--- config.mk ---
export PLATFORM = sky130hd
export DESIGN_NAME = gravity_timer
export DESIGN_NICKNAME = d
export VERILOG_FILES = /design/src/rtl/gravity_pkg.sv /design/src/rtl/gravity_timer_period_counter.sv /design/src/rtl/gravity_timer.sv
export SDC_FILE = /design/constraint.sdc
export NUM_CORES = 1
export LEC_CHECK = 0
export CORE_MARGIN = 2
export CORE_UTILIZATION = 30
export CTS_BUF_LIST = sky130_fd_sc_hd__clkbuf_2
export DETAILED_ROUTE_END_ITERATION = 12
export PLACE_DENSITY_LB_ADDON = 0.05
export SETUP_SLACK_MARGIN = 0.2
export SYNTH_ARGS = -nofsm -noshare
export SYNTH_HDL_FRONTEND = slang
export SYNTH_HIERARCHICAL = 1
export SYNTH_SLANG_ARGS = --single-unit
--- constraint.sdc ---
create_clock -name clk -period 2.3 [get_ports clk]
set_input_delay 0.46 -clock clk [delete_from_list [all_inputs] [get_ports clk]]
set_output_delay 0.46 -clock clk [all_outputs]
set_load 0.05 [all_outputs]
--- src/rtl/gravity_pkg.sv ---
// Shared defaults, counter action encoding and the level/soft-drop period calculation
// used by gravity_timer and period_counter.
package gravity_pkg;

   localparam int DEF_BASE_PERIOD = 25_000_000;
   localparam int DEF_STEP        = 2_000_000;
   localparam int DEF_MIN_PERIOD  = 2_500_000;
   localparam int DEF_LEVEL_W     = 4;
   localparam int DEF_SOFT_SHIFT  = 3;
   localparam int DEF_LOCK_PERIOD = 50_000_000;

   typedef enum logic [1:0] {
      ACT_CLEAR = 2'd0,
      ACT_HOLD  = 2'd1,
      ACT_WRAP  = 2'd2,
      ACT_INC   = 2'd3
   } cnt_action_e;

   // Wide intermediates keep level*step and the clamp free of overflow for any legal level.
   function automatic logic [31:0] calc_period(
      input logic [31:0] level,
      input logic        soft_drop,
      input logic [31:0] base_period,
      input logic [31:0] step,
      input logic [31:0] min_period,
      input int          soft_shift
   );
      logic [63:0] product;
      logic [63:0] lvl_p;
      logic [63:0] eff_p;
      product = 64'(level) * 64'(step);
      if (product >= 64'(base_period)) begin
         lvl_p = '0;
      end else begin
         lvl_p = 64'(base_period) - product;
      end
      if (lvl_p < 64'(min_period)) begin
         lvl_p = 64'(min_period);
      end
      eff_p = lvl_p;
      if (soft_drop) begin
         eff_p = lvl_p >> soft_shift;
         if (eff_p == '0) begin
            eff_p = 64'd1;
         end
      end
      return 32'(eff_p);
   endfunction

endpackage

--- src/rtl/gravity_timer_period_counter.sv ---
// period_counter: free-running count with clear > hold > terminal > increment priority
// and a registered one-cycle tick on wrap. period must be >= 1.
module period_counter
   import gravity_pkg::*;
#(
   parameter int W = 8
)
(
   input  logic         clk,
   input  logic         rst,
   input  logic         clr,
   input  logic         hold,
   input  logic [W-1:0] period,
   output logic [W-1:0] count,
   output logic         tick
);

   logic [W-1:0] count_q;
   logic [W-1:0] count_d;
   logic         tick_q;
   logic         tick_d;
   logic         terminal;
   cnt_action_e  action;

   // >= rather than == so a period that shrinks below the current count wraps at once.
   assign terminal = (count_q >= (period - W'(1)));

   always_comb begin
      action = ACT_INC;
      if (clr) begin
         action = ACT_CLEAR;
      end else if (hold) begin
         action = ACT_HOLD;
      end else if (terminal) begin
         action = ACT_WRAP;
      end
   end

   always_comb begin
      count_d = count_q;
      tick_d  = 1'b0;
      unique case (action)
         ACT_CLEAR: count_d = '0;
         ACT_HOLD:  count_d = count_q;
         ACT_WRAP: begin
            count_d = '0;
            tick_d  = 1'b1;
         end
         default:   count_d = count_q + W'(1);
      endcase
   end

   always_ff @(posedge clk or negedge rst) begin
      if (!rst) begin
         count_q <= '0;
         tick_q  <= 1'b0;
      end else begin
         count_q <= count_d;
         tick_q  <= tick_d;
      end
   end

   assign count = count_q;
   assign tick  = tick_q;

endmodule

--- src/rtl/gravity_timer.sv ---
// gravity_timer: level-scaled gravity tick with soft-drop, pause and restart.
// Define GRAVITY_LOCK_EN to add the grounded lock-delay counter and lockPiece output.
module gravity_timer
   import gravity_pkg::*;
#(
   parameter  int BASE_PERIOD = DEF_BASE_PERIOD,
   parameter  int STEP        = DEF_STEP,
   parameter  int MIN_PERIOD  = DEF_MIN_PERIOD,
   parameter  int LEVEL_W     = DEF_LEVEL_W,
   parameter  int SOFT_SHIFT  = DEF_SOFT_SHIFT,
   parameter  int LOCK_PERIOD = DEF_LOCK_PERIOD,
   localparam int CNT_W       = $clog2(BASE_PERIOD + 1)
)
(
   input  logic               clk,
   input  logic               rst,
   input  logic [LEVEL_W-1:0] level,
   input  logic               softDrop,
   input  logic               pause,
   input  logic               rstTimer,
   output logic [CNT_W-1:0]   timeVal,
   output logic               moveDown
`ifdef GRAVITY_LOCK_EN
   ,
   input  logic               grounded,
   output logic               lockPiece
`endif
);

   logic [CNT_W-1:0] eff_period;
   logic [CNT_W-1:0] grav_count;
   logic             grav_tick;

   assign eff_period = CNT_W'(calc_period(32'(level), softDrop, 32'(BASE_PERIOD),
                                          32'(STEP), 32'(MIN_PERIOD), SOFT_SHIFT));

   period_counter #(
      .W(CNT_W)
   ) u_grav (
      .clk    (clk),
      .rst    (rst),
      .clr    (rstTimer),
      .hold   (pause),
      .period (eff_period),
      .count  (grav_count),
      .tick   (grav_tick)
   );

   assign timeVal = grav_count;

`ifdef GRAVITY_LOCK_EN
   localparam int LOCK_W = $clog2(LOCK_PERIOD + 1);

   logic [LOCK_W-1:0] lock_count_unused;
   logic              lock_tick;

   period_counter #(
      .W(LOCK_W)
   ) u_lock (
      .clk    (clk),
      .rst    (rst),
      .clr    (!grounded || rstTimer),
      .hold   (pause),
      .period (LOCK_W'(LOCK_PERIOD)),
      .count  (lock_count_unused),
      .tick   (lock_tick)
   );

   // A lock request takes precedence: the piece locks instead of moving that cycle.
   assign lockPiece = lock_tick;
   assign moveDown  = grav_tick & ~lock_tick;
`else
   localparam int LOCK_PERIOD_UNUSED = LOCK_PERIOD;

   assign moveDown = grav_tick;
`endif

endmodule

==> key figures <==
Clock network
  – Clock tree buffer depth: 2
  – CTS HTree Levels: 1
  – CTS tree: done
  – Clk Latency, worst-skew pair: just over 400 ps
  – Clk slew on worst S/H paths: roughly 270 ps
  – Hold_buf cts: 0
  – Root buf cell: sky130_fd_sc_hd__clkbuf_2
  – Number of sinks handled by clock tree synthesis: 26
  – Cts bufs inserted: 3

Global routing
  – Overflow left after global routing: 0
  – Vias in the first global route: 4743
  – Maximum number of pins on one net before global-route repair: 27
  – Overall global routing resource usage: 19.16%
  – Wire length of the first global-routing pass: about 23000 µm
  – Number of antenna violations at the first check in global routing: 0

Floorplan
  – Number of primary I/O pins: 35
  – Overall die width: 120.6 µm
  – Num rows: 42
  – Die area: 14550 µm²
  – Die Y-Extent: approximately 120 µm
  – Area of the core: about 13000 µm²
  – Initial core utilization: 30.81%

STA
  – Hold violation total from the final report: 0
  – Measured slew at the worst slew-check pin: 496.5 ps
  – Setup-failing EPs final: 26
  – Final Max Tran Viols: 0
  – Post-route fraction of the period consumed by the critical path: 298.2%
  – Setup repair after global routing missed its margin: yes
  – Smallest setup slack after layout: -4558 ps
  – Clock Skew: 23.35 ps
  – Post-Route Setup TNS: -115080 ps
  – Final min period: 6858 ps
  – Max Clk Rate: 145.8 MHz
  – Worst-case headroom to the max-slew limit: between 60% and 70%

Place
  – Input/output buffers: 34
  – Worst slack at placement: -5552 ps
  – Weighted congestion reported at the end of routability-driven placement: just under 0.9
  – Area after detailed placement: between 5000 and 6000 µm²
  – Hpwl dp: 10950 µm

Drt
  – Routed len/inst: 15.27 µm
  – Total via count in the routed design: 4670
  – Number of violations reported at the end of detailed-routing iteration 0: about 330
  – Vias per inst: about 5.2
  – Total DRC errors in the routed layout: 0
  – Total length of routed wires: 13730 µm
  – Drt pass-1 iters: 5
  – Count of antenna-violating nets left after detailed routing: 0

Power
  – Gate power share: between 80% and 90%
  – Fraction of power consumed by the clock network: under 10%
  – Power density normalized to cell area: just over 600 nW/µm²
  – Peak VDD IR: ~0.38 mV
  – Static Leakage: 2.895 nW
  – Sw Ratio: a little under half
  – Internal portion of total power: 0.002160 W
  – Share of power burned in registers: ~12%
  – Net switching power: roughly 0.0018 W

Synthesis
  – Prevailing post-synth register cell: sky130_fd_sc_hd__dfrtp_1
  – Proportion of synthesized flip-flops having asynchronous set or reset: 100.0%
  – Post-synth EDFFs: 0
  – Part of the Yosys area used for sequential elements: between 15 and 20%
  – Seq cells post-synth: 26
  – Synth unique cells: 77
  – Post-synthesis instance area: just over 4000 µm²
  – Avg Cell Area, Syn: 7.923 µm²
  – Warnings from Yosys: 6
  – Cell count after synthesis: 515

Worst hold path
  – Class of the tightest hold or removal check: input pin to async pin

Setup path
  – Slowest library cell on the worst path: sky130_fd_sc_hd__or4_4
  – Kind of end point of the critical path: register
  – Delay contributed by the slowest stage of the critical path: 580 ps
  – Category of the most critical setup path: input pin to register
  – Worst path most repeated cell: sky130_fd_sc_hd__buf_6
  – CP Data Required Time: around 2700 ps
  – Critical Path Fanout Max: 4
  – Kind of start point of the critical path: input pin
  – Arrival time reported for the critical path endpoint: just over 7000 ps

Layout
  – Layout cell share with drive strength beyond 1: around 41%
  – Area taken by flip-flops and latches: around 650 µm²
  – Area of combinational cells with multiple inputs: about 3800 µm²
  – Most common cell after layout, fill and taps aside: sky130_fd_sc_hd__buf_4
  – Synth-to-layout area growth: 60.41%
  – Inserted Diodes: 0
  – Post-route cell area: ~6500 µm²
  – Number of fillers in the final layout: around 1300
  – Top library cells by usage in the layout, fill and taps aside: 168 x sky130_fd_sc_hd__buf_4, 43 x sky130_fd_sc_hd__ha_1, 39 x sky130_fd_sc_hd__nand2_1
  – Layout net count: between 700 and 800

Job
  – Reported max-cap violation count: 0

Status
  – Failing checks: setup timing
  – Status: complete, but fails checks
-- layer usage --
layer / up-vias / global-route usage (%) / share of wire (%)
li1: 2337 / - / -
met1: 2203 / 22.59 / 40
met2: 101 / 36.23 / 53
met3: 29 / 0.8019 / 3.2
met4: 0 / 7.485 / 3.2
met5: - / 0 / 0
-- state kept, by name, summed over array words and instances, names as in the netlist --
name	count
u_grav/count	25
u_grav/tick	1
-- power by group through the flow --
stage / registers [W] / clock network, W / logic, W
final: 0.000488 / 0.000191 / 0.00328
after global routing: 0.000491 / 0.000218 / 0.00360
after CTS: 0.000489 / 0.000195 / 0.00313
after detailed placement: 0.000495 / 0 / 0.00287
after floorplan: 0.000554 / 0 / 0.00165
after global placement: 0.000496 / 0 / 0.00283
-- worst paths after layout --
path | startpoint | to | slack [ps] | cells after the start
max reg2reg | u_grav/count[8] | u_grav/count[3] | -240 | 10
min in group clk | u_grav/count[22] | u_grav/count[22] | 610 | 2
max | level[1] | u_grav/count[3] | -4560 | 30
min | rst | u_grav/count[8] | 370 | 2
min reg2reg | u_grav/count[22] | u_grav/count[22] | 610 | 2
max in group asynchronous | rst | u_grav/count[21] | 1630 | 2
-- Yosys cell counts (6+ instances only) --
| library cell | number | area share (%) |
|---|---|---|
| sky130_fd_sc_hd__nand3_1 | 24 | 2.9 |
| sky130_fd_sc_hd__nor2b_1 | 11 | 1.7 |
| sky130_fd_sc_hd__a211oi_1 | 7 | 1.3 |
| sky130_fd_sc_hd__xnor2_1 | 29 | 6.2 |
| sky130_fd_sc_hd__nand2_1 | 45 | 4.1 |
| sky130_fd_sc_hd__a31oi_1 | 20 | 3.1 |
| sky130_fd_sc_hd__clkbuf_1 | 9 | 0.83 |
| sky130_fd_sc_hd__nor2_1 | 41 | 3.8 |
| sky130_fd_sc_hd__nand4_1 | 10 | 1.5 |
| sky130_fd_sc_hd__nor4_1 | 7 | 1.1 |
| sky130_fd_sc_hd__a21o_1 | 6 | 1.1 |
| sky130_fd_sc_hd__ha_1 | 47 | 14 |
| sky130_fd_sc_hd__dfrtp_1 | 26 | 16 |
| sky130_fd_sc_hd__o31ai_1 | 6 | 1.1 |
| sky130_fd_sc_hd__o21ai_0 | 27 | 3.3 |
| sky130_fd_sc_hd__inv_1 | 27 | 2.5 |
| sky130_fd_sc_hd__or4_1 | 6 | 1.1 |
| sky130_fd_sc_hd__xor2_1 | 12 | 2.6 |
| sky130_fd_sc_hd__a21oi_1 | 27 | 3.3 |
| sky130_fd_sc_hd__nor3_1 | 14 | 1.7 |
-- stage by stage --
step / power [W] / std cells / utilization [%] / hold slack (ps)
after floorplan: 0.002205 / 518 / - / 164.4
after global placement: 0.003330 / 867 / 44.76 / 590.6
after detailed placement: 0.003365 / 867 / 44.76 / 587.5
after CTS: 0.003809 / 890 / 46.95 / 395.9
after global routing: 0.004313 / 899 / 49.42 / 357.2
final: 0.003960 / 899 / 49.42 / 373.6
-- logic make-up (layout without fill, tap and decap cells) --
group	after synthesis	after routing	synth area share [%]
AOI/OAI and AO/OA	143	143	24.01
xor gates and xnor gates	42	42	9.200
adders and majority gates	52	52	16.87
buffers and inverters	43	248	4.446
DFF	26	26	15.95
muxes	6	6	1.779
other	1	4	0.09191
and+or+nand+nor	202	202	27.66
-- what timing repair did --
action,CTS,global route
setup buffers,19,9
pin swaps,32,53
endpoints found under the setup margin,51,32
cloned,1,0
resized for setup,73,70
-- cell type report --
class | instances | share of cell area, %
Multi-Input combinational cell | 449 | 57.83
Timing Repair Buffer | 218 | 27.01
Sequential cell | 26 | 9.941
Tap cell | 176 | 3.365
Clock buffer | 3 | 0.2294
Inverter | 27 | 1.625
-- worst max-delay path, delay by kind of cell --
family	cells	cell delay, ps
AO/OA/AOI/OAI	7	1540
XOR/XNOR	2	330
adder cells (fa/ha/maj)	4	1510
buffers and inverters	7	620
AND/OR/NAND/NOR	10	2760
No activity file was read; power rests on OpenSTA's default activity.
